[config.mk]
export PLATFORM = sky130hd
export DESIGN_NAME = pe_mac_seq
export DESIGN_NICKNAME = d
export VERILOG_FILES = /design/src/rtl/pe_pkg.sv /design/src/rtl/pe_mac_seq_addr_gen.sv /design/src/rtl/pe_mac_seq.sv
export SDC_FILE = /design/constraint.sdc
export NUM_CORES = 1
export LEC_CHECK = 0
export CAP_MARGIN = 15
export CORE_MARGIN = 2
export CORE_UTILIZATION = 40
export DETAILED_ROUTE_END_ITERATION = 8
export PLACE_DENSITY = 0.78
export SLEW_MARGIN = 10
export SYNTH_ARGS = -nofsm -noshare
export SYNTH_HDL_FRONTEND = slang
export SYNTH_HIERARCHICAL = 1
export SYNTH_SLANG_ARGS = --single-unit
[constraint.sdc]
create_clock -name clk -period 2.7 [get_ports clk]
set_input_delay 0.405 -clock clk [delete_from_list [all_inputs] [get_ports clk]]
set_output_delay 0.405 -clock clk [all_outputs]
set_load 0.01 [all_outputs]
[src/rtl/pe_pkg.sv]
// Shared definitions for the pe_mac processing element and its job sequencer.
package pe_pkg;

    localparam int DATA_W_DEF = 8;
    localparam int ACC_W_DEF  = 16;
    localparam int ADDR_W_DEF = 6;

    typedef enum logic [2:0] {
        IDLE   = 3'd0,
        CLEAR  = 3'd1,
        RUN    = 3'd2,
        WAIT   = 3'd3,
        RESULT = 3'd4
    } seq_state_t;

endpackage

[src/rtl/pe_mac_seq_addr_gen.sv]
// Job address generator: latches base/clamped length and walks the operand
// index, flagging when reads run out and when the final product is valid.
module pe_mac_seq_addr_gen
    import pe_pkg::*;
#(
    parameter int ADDR_W = ADDR_W_DEF
) (
    input  logic              clk,
    input  logic              rst,
    input  logic              load,
    input  logic              step,
    input  logic [ADDR_W-1:0] base_in,
    input  logic [ADDR_W:0]   len_in,
    output logic              len_zero,
    output logic [ADDR_W-1:0] addr,
    output logic              rd_more,
    output logic              last_valid
);

    localparam logic [ADDR_W:0]   DEPTH_LEN = {1'b1, {ADDR_W{1'b0}}};
    localparam logic [ADDR_W:0]   ZERO_LEN  = {(ADDR_W+1){1'b0}};
    localparam logic [ADDR_W-1:0] ZERO_ADDR = {ADDR_W{1'b0}};
    localparam logic [ADDR_W:0]   ONE_IDX   = {{ADDR_W{1'b0}}, 1'b1};

    logic [ADDR_W-1:0] base_q, base_d;
    logic [ADDR_W:0]   len_q, len_d;
    logic [ADDR_W:0]   idx_q, idx_d;
    logic [ADDR_W:0]   len_clamped;

    // Clamp the requested length to the buffer depth before latching it.
    always_comb begin
        if (len_in > DEPTH_LEN) begin
            len_clamped = DEPTH_LEN;
        end else begin
            len_clamped = len_in;
        end
    end

    assign len_zero = (len_clamped == ZERO_LEN);

    // Next-state for the job registers and the running index.
    always_comb begin
        base_d = base_q;
        len_d  = len_q;
        idx_d  = idx_q;
        if (load) begin
            base_d = base_in;
            len_d  = len_clamped;
            idx_d  = ZERO_LEN;
        end else if (step) begin
            idx_d  = idx_q + ONE_IDX;
        end else begin
            idx_d  = idx_q;
        end
    end

    // Job register bank.
    always_ff @(posedge clk) begin
        if (rst) begin
            base_q <= ZERO_ADDR;
            len_q  <= ZERO_LEN;
            idx_q  <= ZERO_LEN;
        end else begin
            base_q <= base_d;
            len_q  <= len_d;
            idx_q  <= idx_d;
        end
    end

    // Truncation to ADDR_W bits gives the modulo-DEPTH wrap for free.
    assign addr       = base_q + idx_q[ADDR_W-1:0];
    assign rd_more    = (idx_q < len_q);
    assign last_valid = (idx_q == len_q);

endmodule

[src/rtl/pe_mac_seq.sv]
// Dot-product sequencer: clears one pe_mac, streams len operand pairs from
// two synchronous-read buffers into it, and returns the accumulator.
module pe_mac_seq
    import pe_pkg::*;
#(
    parameter int DATA_W = DATA_W_DEF,
    parameter int ACC_W  = ACC_W_DEF,
    parameter int ADDR_W = ADDR_W_DEF
) (
    input  logic              clk,
    input  logic              rst,
    input  logic              start,
    input  logic [ADDR_W-1:0] base,
    input  logic [ADDR_W:0]   len,
    input  logic              abort,
    output logic              busy,
    output logic              mem_rd_en,
    output logic [ADDR_W-1:0] mem_addr,
    input  logic [DATA_W-1:0] mem_a_data,
    input  logic [DATA_W-1:0] mem_b_data,
    output logic              mac_clr,
    output logic              mac_valid,
    output logic [DATA_W-1:0] mac_a,
    output logic [DATA_W-1:0] mac_b,
    input  logic [ACC_W-1:0]  mac_acc,
    output logic              res_valid,
    input  logic              res_ready,
    output logic [ACC_W-1:0]  res_data
);

    localparam logic [ACC_W-1:0]  ZERO_ACC  = {ACC_W{1'b0}};
    localparam logic [DATA_W-1:0] ZERO_DATA = {DATA_W{1'b0}};
    localparam logic [ADDR_W-1:0] ZERO_ADDR = {ADDR_W{1'b0}};

    seq_state_t        state_q, state_d;
    logic [ACC_W-1:0]  res_data_q, res_data_d;
    logic              accept;
    logic              step;
    logic              len_zero;
    logic [ADDR_W-1:0] gen_addr;
    logic              rd_more;
    logic              last_valid;

    assign accept = (state_q == IDLE) && start;
    assign step   = (state_q == CLEAR) || (state_q == RUN);

    pe_mac_seq_addr_gen #(
        .ADDR_W (ADDR_W)
    ) u_addr_gen (
        .clk        (clk),
        .rst        (rst),
        .load       (accept),
        .step       (step),
        .base_in    (base),
        .len_in     (len),
        .len_zero   (len_zero),
        .addr       (gen_addr),
        .rd_more    (rd_more),
        .last_valid (last_valid)
    );

    // State and result registers.
    always_ff @(posedge clk) begin
        if (rst) begin
            state_q    <= IDLE;
            res_data_q <= ZERO_ACC;
        end else begin
            state_q    <= state_d;
            res_data_q <= res_data_d;
        end
    end

    // Next-state and result capture; abort only cancels the active phases.
    always_comb begin
        state_d    = state_q;
        res_data_d = res_data_q;
        case (state_q)
            IDLE: begin
                if (start && len_zero) begin
                    state_d    = RESULT;
                    res_data_d = ZERO_ACC;
                end else if (start) begin
                    state_d = CLEAR;
                end else begin
                    state_d = IDLE;
                end
            end
            CLEAR: begin
                if (abort) begin
                    state_d = IDLE;
                end else begin
                    state_d = RUN;
                end
            end
            RUN: begin
                if (abort) begin
                    state_d = IDLE;
                end else if (last_valid) begin
                    state_d = WAIT;
                end else begin
                    state_d = RUN;
                end
            end
            WAIT: begin
                // The PE has absorbed the last product by now.
                if (abort) begin
                    state_d = IDLE;
                end else begin
                    state_d    = RESULT;
                    res_data_d = mac_acc;
                end
            end
            RESULT: begin
                if (res_ready) begin
                    state_d = IDLE;
                end else begin
                    state_d = RESULT;
                end
            end
            default: begin
                state_d = IDLE;
            end
        endcase
    end

    // Output decode; operands pass straight through from the buffers in RUN.
    always_comb begin
        busy      = 1'b0;
        mem_rd_en = 1'b0;
        mem_addr  = ZERO_ADDR;
        mac_clr   = 1'b0;
        mac_valid = 1'b0;
        mac_a     = ZERO_DATA;
        mac_b     = ZERO_DATA;
        res_valid = 1'b0;
        case (state_q)
            IDLE: begin
                busy = 1'b0;
            end
            CLEAR: begin
                busy      = 1'b1;
                mac_clr   = 1'b1;
                mem_rd_en = 1'b1;
                mem_addr  = gen_addr;
            end
            RUN: begin
                busy      = 1'b1;
                mac_valid = 1'b1;
                mac_a     = mem_a_data;
                mac_b     = mem_b_data;
                if (rd_more) begin
                    mem_rd_en = 1'b1;
                    mem_addr  = gen_addr;
                end else begin
                    mem_rd_en = 1'b0;
                    mem_addr  = ZERO_ADDR;
                end
            end
            WAIT: begin
                busy = 1'b1;
            end
            RESULT: begin
                busy      = 1'b1;
                res_valid = 1'b1;
            end
            default: begin
                busy = 1'b0;
            end
        endcase
    end

    assign res_data = res_data_q;

endmodule
==> impl_metrics.yaml, run 1 <==
yosys:
  synth_ff_type: "dfxtp_1"
  syn-num-nets: 278
  synth-simple-area-share_pct: 23.5
  synth_area_mm2: 0.00201
  synth_xor_xnor_area_share_pct: 4.36
  yosysTopAreaCellShare_pct: 38.9
  synthMuxAreaShare_pct: 3.99
  ys_seq_elements: 39
  yosys.area.top_type: "dfxtp_1"
  synth_compound_area_share_pct: 15.6
  synth_seq_area_share_pct: 38.9
  synthTopCellsByArea: "dfxtp_1 39%, ha_1 8.1%, and2_1 7.2%"
  synthAdderAreaFrac_pct: 9.09
  avgSynthCellArea_um2: 9.39
  synth_top_family_by_area: "simple AND/OR/NAND/NOR gates"
  synth_edf_count: 0
  ys_types: 40
  netlist_instances: 214
  synthArstFlopShare_pct: 0
  synth_warnings: 6
timing:
  fin_crit_sh_pct: 98.0
  drv_slew: 0
  hold_violations: 0
  slew_headroom_pct: 53.9
  min_period_ns: 2.65
  max_clock_freq_mhz: 378
  setup_ws_ns: 0.0537
  tns_ns: 0
  tightest_slew_ns: 0.692
  setup_viol: 0
  fin_skew_ns: 0.00306
power_and_ir_drop:
  powerDensity_mw_per_mm2: 398
  leakage_uw: 0.00131
  peakVddDrop_v: 0.000305
global_routing:
  track_usage_pct: 18.4
  grt_first_pass_wirelength_mm: 7.98
  overflow: 0
  grt_pass1_vias: 1827
  antenna_found_initial: 0
  grt_max_degree: 22
route:
  drt-pass1-iter-count: 4
  routed_wl_mm: 5.31
  final_antenna_net_count: 0
  route.vias.total: 1920
  wire_per_inst_um: 13.8
  detail_route.vias_per_cell: 4.99
  drc: 0
  drt_iter0_drc: 65
worst_setup_path:
  crit_family: "compound AO/OA/AOI/OAI gates"
  r2r_slack_ns: 0.69
  critPathMaxFanout: 7
  crit_chain: "inv_2 -> ha_4 -> nor2b_1 -> o21ai_1 -> a21oi_1 -> a2111oi_1 -> nand3b_1 -> a21oi_2 -> buf_6 -> and2_1 -> buf_2"
  crit_type: "reg2out"
  cp.arrival_ns: 2.24
  crit_path_start_kind: "flop"
  cp_num_buf_inv: 3
  cp_slowest_stage_delay_ns: 0.32
  worst_ep_required_time_ns: 2.30
  end_kind: "output pin"
  cpMaxStageDelayCell: "dfxtp_2"
clocking:
  root_buffer: "clkbuf_8"
  numCtsBuffers: 5
  clk_path_buf_depth: 2
  cts_sinks: 39
  clock_latency_ns: 0.29
  tritoncts: "done"
  postCtsSetupBuffers: 0
  cts.htree.levels: 2
  clk_transition_reported_paths_ns: 0.07
  hold_buffers: 0
status:
  status: "finished, final reports clean"
die:
  ios: 93
  design.die.area_mm2: 0.00561
  fp.coreArea_mm2: 0.00479
  rows: 25
  dieWidth_um: 74.9
  start_util_pct: 42.0
  die_h_um: 74.9
layout:
  drive_above_1_share_pct: 13.2
  finish.net_count: 381
  syn_to_final_growth_pct: 58.2
  diodes: 0
  num-fill-cells: 403
placed_design:
  dp_hpwl_mm: 4.01
  gp_congestion: 0.733
  portBuffers: 92
  pre_cts_ws_ns: -0.117
run:
  drv_cap: 0
worst_hold_path:
  hp-class: "reg2reg"
area by class of cell:
class | instances | area, µm² | share of cell area (%)
Multi-Input combinational cell | 156 | 1160 | 36.7
Timing Repair Buffer | 106 | 1010 | 31.7
Sequential cell | 39 | 783 | 24.6
Clock buffer | 7 | 96.3 | 3.03
Tap cell | 67 | 83.8 | 2.64
Inverter | 9 | 33.8 | 1.06
Clock inverter | 1 | 7.51 | 0.236
path summary, 6_finish.rpt:
kind / endpoint / start / cells past startpoint
worst min-delay path: res_data[8] / res_data[8] / 1
worst max-delay path: mem_addr[1] / u_addr_gen/len_q[1] / 11
worst max register to register: u_addr_gen/idx_q[6] / state_q[0] / 5
worst min register to register: res_data[8] / res_data[8] / 1
Yosys cell counts (2+ instances only):
master / count
a21o_1: 2
a21oi_1: 11
a22o_1: 16
and2_1: 23
and3b_1: 2
buf_2: 5
buf_6: 2
clkbuf_1: 3
dfxtp_1: 39
ha_1: 13
inv_1: 8
mux2i_1: 8
nand2_1: 10
nand2b_1: 5
nand3b_1: 3
nand4_1: 3
nor2_1: 16
nor2b_1: 6
o21ai_0: 4
o22ai_1: 5
or2_2: 2
or3_1: 2
xnor2_1: 5
xor2_1: 5
state kept, by name (all words and copies together) (netlist names):
name / cells
u_addr_gen/idx_q: 7
res_data: 16
u_addr_gen/base_q: 6
state_q: 3
u_addr_gen/len_q: 7
routing by layer:
metal	GRT usage [%]	routed length (µm)	up-vias	share of wire (%)
met5	0	0	-	0
met4	6.94	93	0	1.8
met3	5.49	421	10	7.9
met2	32.9	2580	69	49
met1	20.4	2210	887	42
li1	-	-	954	-
kinds of logic (layout without fill, tap and decap cells):
group	count (synthesis)	count (layout)
and+or+nand+nor	81	81
AOI/OAI and AO/OA	43	43
DFF	39	39
buffers and inverters	19	123
adders and majority gates	14	14
xor gates and xnor gates	10	10
muxes	8	8
report_power, final:
group	total (µW)	internal, µW	switching [µW]
registers	605	590	14.7
clock network	433	232	201
logic	226	138	88.1
worst register-to-register path, cell delays in order, from the launching register on:
cell	delay [ns]
dfxtp_1	0.54
nand2b_1	0.16
a21oi_1	0.44
nand4_1	0.26
or3_1	0.40
a21oi_1	0.14
stage by stage:
stage          hold WS (ns)  util, %  instances  area (µm²)  total power [µW]
3_3_place_gp          0.455     64.1        377        3070               835
3_5_place_dp          0.455     64.1        377        3070               841
6_report              0.474     66.4        385        3180              1260
2_1_floorplan         0.450        -        214        2010               713
4_1_cts               0.479     66.1        385        3160              1270
5_1_grt               0.500     66.4        385        3180              1330
layout by cell type (no fill, tap or decap), types with 2 or more instances in the layout:
cell,n
o22ai_1,5
clkbuf_8,7
a21oi_1,10
and2_1,21
nor2_1,16
o21ai_0,3
or3_1,2
xnor2_1,5
nor2b_1,6
inv_1,7
dfxtp_2,2
mux2i_1,8
and2_4,2
and3b_1,2
nand4_1,3
clkdlybuf4s50_1,85
buf_4,14
xor2_1,5
a21o_1,2
dfxtp_1,37
ha_1,12
or2_2,2
buf_6,2
inv_2,2
nand2b_1,5
a22o_1,16
nand3b_1,3
nand2_1,10
buf_2,4
timing repair:
action,CTS,global route
gates resized for setup,32,6
endpoints found under the setup margin,7,7
pin swaps,5,4
Note: power is estimated with default switching activity, not from simulation.
==> run 2: changes to the inputs <==
- GPL_ROUTABILITY_DRIVEN: default -> 0
- SKIP_LAST_GASP: default -> 1
==> results of run 2 <==
Final layout, timing and power as in run 1 (identical DEF).
==> run 3: changes to the inputs <==
- GPL_TIMING_DRIVEN: default -> 1
==> results of run 3 <==
Final layout, timing and power as in run 1 (identical DEF).
